`config.mk`:
```
export PLATFORM = sky130hd
export DESIGN_NAME = servo_frame_scheduler
export DESIGN_NICKNAME = d
export VERILOG_FILES = /design/src/rtl/servo_frame_scheduler.sv
export SDC_FILE = /design/constraint.sdc
export NUM_CORES = 1
export LEC_CHECK = 0
export BUFFER_PORTS_ARGS = -buffer_cell sky130_fd_sc_hd__buf_2
export CAP_MARGIN = 20
export CORE_MARGIN = 1.5
export CORE_UTILIZATION = 55
export DETAILED_ROUTE_END_ITERATION = 10
export PLACE_DENSITY = 0.76
export SYNTH_ARGS = -nofsm -noshare
export SYNTH_HDL_FRONTEND = slang
export SYNTH_SLANG_ARGS = --single-unit
export TNS_END_PERCENT = 20
```
`constraint.sdc`:
```
create_clock -name clk -period 4.4 [get_ports clk]
set_input_delay 0.44 -clock clk [delete_from_list [all_inputs] [get_ports clk]]
set_output_delay 0.44 -clock clk [all_outputs]
set_load 0.02 [all_outputs]
```
`src/rtl/servo_frame_scheduler.sv`:
```
// servo_frame_scheduler
//   Converts 16-bin magnitude frames into servo pulse widths and drives all
//   channels on one shared frame period. Channel start times are staggered by
//   SLOT_US so that at most two outputs are high at once. New widths are
//   double-buffered: a frame lands in a shadow buffer and is copied into the
//   active widths only when the period counter wraps.
//
// Ports
//   clk           system clock
//   reset_n       asynchronous active-low reset
//   enable        allows new pulses to start (sampled at each channel's start tick)
//   mag_valid     frame valid from the FFT
//   mag           magnitude frame, NCH bins of MAG_W bits
//   mag_ready     shadow buffer empty, a frame can be accepted
//   pulse_out     registered servo pulses
//   period_start  one-clock strobe after the period counter wraps to 0
module servo_frame_scheduler #(
  parameter int unsigned FCLK      = 50000000,
  parameter int unsigned PERIOD_US = 20000,
  parameter int unsigned MIN_US    = 1000,
  parameter int unsigned MAX_US    = 2000,
  parameter int unsigned NCH       = 16,
  parameter int unsigned MAG_W     = 17,
  parameter int unsigned MAG_SHIFT = 7
) (
  input  logic             clk,
  input  logic             reset_n,
  input  logic             enable,
  input  logic             mag_valid,
  input  logic [MAG_W-1:0] mag [0:NCH-1],
  output logic             mag_ready,
  output logic [NCH-1:0]   pulse_out,
  output logic             period_start
);

  localparam int unsigned SLOT_US  = (PERIOD_US - MAX_US) / NCH;
  localparam int unsigned TICK_DIV = FCLK / 1000000;
  localparam int unsigned RANGE_US = MAX_US - MIN_US;
  localparam int unsigned PS_W     = (TICK_DIV > 1) ? $clog2(TICK_DIV) : 1;
  localparam int unsigned CNT_W    = $clog2(PERIOD_US);
  localparam int unsigned W_W      = $clog2(MAX_US + 1);

  if (SLOT_US * (NCH - 1) + MAX_US >= PERIOD_US) begin : g_chk_slot
    $fatal(1, "servo_frame_scheduler: last slot plus MAX_US does not fit in the period");
  end
  if (MIN_US >= MAX_US) begin : g_chk_range
    $fatal(1, "servo_frame_scheduler: MIN_US must be below MAX_US");
  end
  if (TICK_DIV < 1) begin : g_chk_tick
    $fatal(1, "servo_frame_scheduler: FCLK must be at least 1 MHz");
  end

  logic [PS_W-1:0]  presc;
  logic [CNT_W-1:0] us_cnt;
  logic             us_tick;
  logic             wrap;
  logic             xfer;
  logic             shadow_full;
  logic [W_W-1:0]   shadow_w [0:NCH-1];
  logic [W_W-1:0]   active_w [0:NCH-1];

  // Clamp is applied on the shifted magnitude at 32 bits, so the sum cannot wrap.
  function automatic logic [W_W-1:0] to_width(input logic [MAG_W-1:0] m);
    logic [MAG_W-1:0] s;
    s = m >> MAG_SHIFT;
    if (32'(s) > RANGE_US) return W_W'(MAX_US);
    return W_W'(MIN_US + 32'(s));
  endfunction

  assign us_tick   = (presc == PS_W'(TICK_DIV - 1));
  assign wrap      = us_tick && (us_cnt == CNT_W'(PERIOD_US - 1));
  assign mag_ready = ~shadow_full;
  assign xfer      = mag_valid & ~shadow_full;

  always_ff @(posedge clk or negedge reset_n) begin
    if (!reset_n) begin
      presc        <= '0;
      us_cnt       <= '0;
      period_start <= 1'b0;
      shadow_full  <= 1'b0;
      for (int unsigned i = 0; i < NCH; i++) begin
        shadow_w[i] <= W_W'(MIN_US);
        active_w[i] <= W_W'(MIN_US);
      end
    end else begin
      presc        <= us_tick ? '0 : presc + PS_W'(1);
      period_start <= wrap;
      if (us_tick) begin
        us_cnt <= wrap ? '0 : us_cnt + CNT_W'(1);
      end
      // A transfer needs an empty shadow, so it can never collide with the
      // wrap-time copy; a frame arriving on the wrap clock waits a full period.
      if (wrap && shadow_full) begin
        active_w <= shadow_w;
      end
      if (xfer) begin
        for (int unsigned i = 0; i < NCH; i++) begin
          shadow_w[i] <= to_width(mag[i]);
        end
      end
      if (xfer) begin
        shadow_full <= 1'b1;
      end else if (wrap) begin
        shadow_full <= 1'b0;
      end
    end
  end

  // Set and clear both compare the count present on the tick, so the output
  // is high for exactly width ticks.
  always_ff @(posedge clk or negedge reset_n) begin
    if (!reset_n) begin
      pulse_out <= '0;
    end else if (us_tick) begin
      for (int unsigned i = 0; i < NCH; i++) begin
        if (enable && (us_cnt == CNT_W'(i * SLOT_US))) begin
          pulse_out[i] <= 1'b1;
        end else if (32'(us_cnt) == i * SLOT_US + 32'(active_w[i])) begin
          pulse_out[i] <= 1'b0;
        end
      end
    end
  end

endmodule

```
==> results of run 1 <==
area by class of cell:
class	count	area, µm²
fill	3331	15400
sequential	391	10000
clock buffer	64	1260
clock inverter	11	150
multi-input combinational	1752	12100
tap	532	666
timing repair buffer	206	1200
inverter	57	214
where the power goes:
group          switching [mW]  leakage [nW]  total (mW)  internal, mW
Clock                    1.46         0.688        3.61          2.15
Sequential              0.118          4.57        3.98          3.86
Combinational           0.292          5.54       0.529         0.238
Total                    1.87          10.8        8.12          6.25
metal layers:
layer  share of wire, %  GRT usage, %  wire, µm  vias up
met4                2.8          9.18      1590        2
li1                   -             -         -     8635
met5              0.021             0        12        -
met1                 43          35.3     24800     9022
met3                6.3          4.22      3630      134
met2                 48          44.6     27300      584
final timing paths:
check	startpoint	end	cells after the start
max	presc[1]	active_w[131]	9
min	reset_n	shadow_w[66]	1
max reg2reg	presc[1]	active_w[131]	9
min reg2reg	shadow_w[14]	shadow_w[14]	2
max in group asynchronous	reset_n	active_w[130]	2
min in group clk	mag[231]	shadow_w[146]	2
sequential cells by signal, indices dropped and copies added (netlist names):
register and count:
active_w 176, shadow_w 176, pulse_out 16, us_cnt 15, presc 6, period_start 1
shadow_full 1
kinds of logic (layout without fill, tap and decap cells):
logic type               Yosys count  in the layout  share of synthesized area [%]
AND/OR/NAND/NOR                  731            731                           16.1
AO/OA/AOI/OAI                    516            516                           14.7
flip-flops                       391            391                           43.6
XOR/XNOR                         298            298                           11.4
buffers and inverters            184            338                           3.95
multiplexers                     170            170                           8.29
adder cells (fa/ha/maj)           37             37                           2.01
per-stage QoR:
step / cells / area (µm²) / setup slack (ps) / total power, mW
floorplan: 2327 / 23000 / 1760 / 4.26
global route: 3013 / 25600 / 884 / 8.43
global placement: 2937 / 24200 / 1230 / 4.54
finish: 3013 / 25600 / 1110 / 8.12
CTS: 3012 / 25600 / 1110 / 8.20
detailed placement: 2937 / 24200 / 1140 / 4.57
critical path, stage by stage (launching register included):
cell and delay (ps):
dfrtp_1 410, inv_1 70, ha_1 170, nor4bb_2 290, buf_4 220, nand3_2 170
nor4_2 410, and2_4 530, buf_4 490, mux2_1 380
synthesized netlist by cell type (7+ instances only):
master / n
nor2_1: 201
xnor2_1: 200
dfrtp_1: 199
dfstp_2: 192
a21oi_1: 175
nand2_1: 133
mux2_1: 115
xor2_1: 98
nor3_1: 95
o21ai_0: 69
a22o_1: 65
clkbuf_1: 62
nand3_1: 60
inv_1: 56
or3_1: 44
ha_1: 37
mux2_2: 37
buf_2: 31
nand4_1: 31
nor4_1: 31
a31oi_1: 23
nor2b_1: 23
nand2b_1: 22
o31ai_1: 22
mux2i_1: 17
and3_1: 15
o21ai_1: 15
or4_1: 15
a21o_1: 14
buf_1: 14
o211ai_1: 14
nand3b_1: 11
o2111ai_1: 11
o22ai_1: 11
a211oi_1: 10
buf_8: 10
a2111oi_0: 8
a22oi_1: 7
and2_1: 7
o41ai_1: 7
==> metrics.txt, run 1 <==
status=finished, violations left; failing checks=DRC, hold timing; largest net degree at the start of global routing=123; Final Hold Vio Count=9; hold_ws=-11.2 ps; f_max=304 MHz; Core Region=41000 µm²; Post-Syn Area=23000 µm²; CP required=4840 ps; final core area utilization=62.4%; Avg Vias per Cell=6.10; Critical Path Source Type=flip-flop; Synth Warn #=0; GP Congestion=0.892; DR iter-0 viols=1396; maximum net fanout on the critical path=38; fraction of layout cells with a size suffix above 1=21.6%; setup slack, reg-to-reg=1110 ps; min Tclk post-route=3290 ps; first-pass GRT wire length=94.1 mm; Clock transition at path regs=60 ps; Yosys top cell by area=dfstp_2; top_reg_cell synth=dfrtp_1; sequential share of the synthesized area=43.6%; final setup fails=0; Final Skew=13.8 ps; Cells after Synth=2327; die area=43000 µm²; Crit Path Category=reg2reg; commonest non-fill, non-tap cell in the layout=nor2_1; area growth from synthesis to layout=11.4%; Wirelength per Cell=19.0 µm; Mean Syn Cell Area=9.88 µm²; max-cap check violation count=0; Inserted Clock Buffers=42; Final nets=2763; Worst Setup End Kind=flip-flop; DRC=12; RSZ-0062 raised after global routing=no; TritonCTS sink count=391; EDFF count, synth=0; post-CTS sizing=0; DIE WIDTH=207 µm; Die H=207 µm; Worst-Margin Slew=937 ps; top cells by area, synth=dfstp_2 22%, dfrtp_1 22%, xnor2_1 7.6%; TritonRoute pass-1 iters=8; Post-CTS Setup Repair Bufs=0; P per Cell Area=317 nW/µm²; GRT Overall Usage=26.7%; CTS tree=done; fin crit share=74.8%; number of global-route vias before repair=18200; Yosys reg bits=391; worst skew pair latency=570 ps; Peak VDD IR=0.000203 V; WL final=57.3 mm; I/O pins=294; Hold Buf Count CTS=0; htree depth=2; ANT cells=0; PortBufs=181; Routed Antenna Nets=0; asr flop ratio synth=100%; Relative slew margins=37.6%; Net Count, Synth=2640; top cell type's share of synthesized area=22.0%; clk root buf=clkbuf_16; CP arrival=3740 ps; Initial Util=56.0%; Hold Crit Class=in2async; Synth cell types=83; clk buf depth=3; initial antenna violation count=1; vias=18400; setup TNS=0 ps; # rows=74; gr ovfl total=0; DP Wirelength=39.4 mm; Max Slew Vio Count=0; most frequent cells in the layout=201 x nor2_1, 200 x xnor2_1, 192 x dfstp_2, 188 x dfrtp_1, 180 x buf_2; static leakage=10.8 nW
Note: power is estimated with default switching activity, not from simulation.
==> inputs of run 2 (changes only) <==
==> constraint.sdc (replaced) <==
create_clock -name clk -period 3.3 [get_ports clk]
set_input_delay 0.33 -clock clk [delete_from_list [all_inputs] [get_ports clk]]
set_output_delay 0.33 -clock clk [all_outputs]
set_load 0.02 [all_outputs]
==> run 2 against run 1 <==
The run ends with DRC left. Sequential power increased by 33%. Design area grew 3.3%. Non-clock buffer count up 80. Critical path type unchanged.
==> metrics.txt, run 2 (same netlist as run 1, synthesis figures left out) <==
commonest non-fill, non-tap cell in the layout=nor2_1; setup slack, reg-to-reg=390 ps; logic gate share of total power=6.9%; met1 WL=25.6 mm; Layout Cells excl Fill=3094; number of global-route vias before repair=18900; net load switching power=2.54 mW; Inserted Clock Buffers=42; gr ovfl total=0; fin crit share=88.2%; largest net degree at the start of global routing=116; Worst R2R Start=presc[1]; Crit Path Category=reg2reg; Worst setup startpoint=presc[1]; CP required=3750 ps; max-cap check violation count=0; Critical Path Source Type=flip-flop; Clock transition at path regs=60 ps; die area=43000 µm²; TritonCTS sink count=391; Peak VDD IR=0.000366 V; setup TNS=0 ps; met3 wire len=3.20 mm; CP arrival=3360 ps; Critical R2R Capture=pulse_out[9]; Final nets=2843; GP Congestion=0.922; vias=18800; placed cell count=2956; area growth from synthesis to layout=15.1%; CTS tree=done; worst skew pair latency=570 ps; first-pass GRT wire length=96.0 mm; Worst Setup End Kind=flip-flop; sequential share of power=47.5%; Initial Util=56.0%; Die H=207 µm; Worst Slack Setup Final=388 ps; DP Wirelength=40.5 mm; final setup fails=0; Avg Vias per Cell=6.08; Seq. cell area=10000 µm²; top flop regs=active_w: 176 flops, shadow_w: 176 flops, pulse_out: 16 flops; GRT Overall Usage=27.2%; P_int=8.64 mW; Worst-Margin Slew=949 ps; Max Slew Vio Count=0; Hold Crit Class=in2reg; status=finished, violations left; RSZ-0062 raised after global routing=no; pre-CTS setup slack=407 ps; DRC=12; fraction of layout cells with a size suffix above 1=21.9%; Tot Pwr=11.2 mW; Final Skew=15.2 ps; static leakage=11.2 nW; Design Area, Final=26400 µm²; highest routed layer=met4; # rows=74; TritonRoute pass-1 iters=10; most frequent cells in the layout=201 x nor2_1, 200 x xnor2_1, 192 x dfstp_2, 188 x dfrtp_1, 180 x buf_2; clk root buf=clkbuf_16; WL final=59.0 mm; R2R cell count=9; Wirelength per Cell=19.1 µm; initial antenna violation count=0; fillers=3214; ANT cells=0; htree depth=2; maximum net fanout on the critical path=8; DIE WIDTH=207 µm; PortBufs=181; DR iter-0 viols=1352; final core area utilization=64.5%; Worst setup endpoint=pulse_out[9]; Final Hold Vio Count=0; Clk network pwr share=45.6%; Core Region=41000 µm²; Routed Antenna Nets=0; failing checks=DRC; hold_ws=20.0 ps; area occupied by multi-input gates=12100 µm²; clk buf depth=3; min Tclk post-route=2910 ps; Sw Share=22.7%; met2 wire len=28.3 mm; Relative slew margins=36.1%; f_max=343 MHz; P per Cell Area=423 nW/µm²; I/O pins=294; Placement Cell Area=24300 µm²
run 2: cell types whose count changed in the layout (fill, tap and decap cells not counted):
cell           previous run  this run
buf_12                    8         7
buf_4                    17        36
bufinv_16                 3         6
clkbuf_1                 12         5
clkbuf_16                44        43
clkbuf_8                  8        12
clkinv_2                  3         5
clkinv_4                  0         1
clkinvlp_4                1         3
dlygate4sd3_1             0        62
inv_6                     3         1
inv_8                     1         0
run 2: per-layer routing:
metal / up-vias / GRT usage (%)
met5: - / 0
met2: 569 / 46.2
li1: 8803 / -
met3: 136 / 4.22
met4: 0 / 10.4
met1: 9297 / 35.2
run 2: power by group through the flow:
stage               registers, mW  clock network, mW  logic [mW]
finish                       5.31               5.10       0.766
detailed placement           5.38                  0       0.702
floorplan                    5.31                  0       0.373
CTS                          5.31               5.18       0.770
global placement             5.38                  0       0.679
global route                 5.34               5.35       0.866
run 2: cell type report:
cell class	count	share of cell area (%)
clock buffer	60	4.76
clock inverter	16	0.927
inverter	57	0.809
multi-input combinational	1752	45.7
sequential	391	38.0
tap	532	2.52
timing repair buffer	286	7.36
run 2: worst min path at each step:
stage,endpoint,cells past startpoint,slack (ps),startpoint
after global routing,shadow_w[111],2,20,mag[178]
after floorplan,active_w[0],0,30,reset_n
final,shadow_w[55],2,20,mag[92]
after detailed placement,shadow_w[66],1,290,reset_n
after global placement,shadow_w[67],1,290,reset_n
after CTS,shadow_w[111],2,2,mag[178]
run 2: timing repair:
| item | 4_1_cts | 5_1_grt |
|---|---|---|
| resized for setup | 0 | 0 |
| endpoints found under the setup margin | 0 | 0 |
| buffers inserted | 0 | 0 |
| hold endpoints to repair | 91 | 0 |
| hold buffers | 62 | 0 |
run 2: critical path, cell delays in order, from the launching register on:
cell      delay [ps]
dfrtp_1          410
inv_1             70
ha_1             170
nor4bb_2         430
buf_4            240
nand2_4          110
or3_1            470
or4_1            540
nor4_1           250
a21oi_1          110
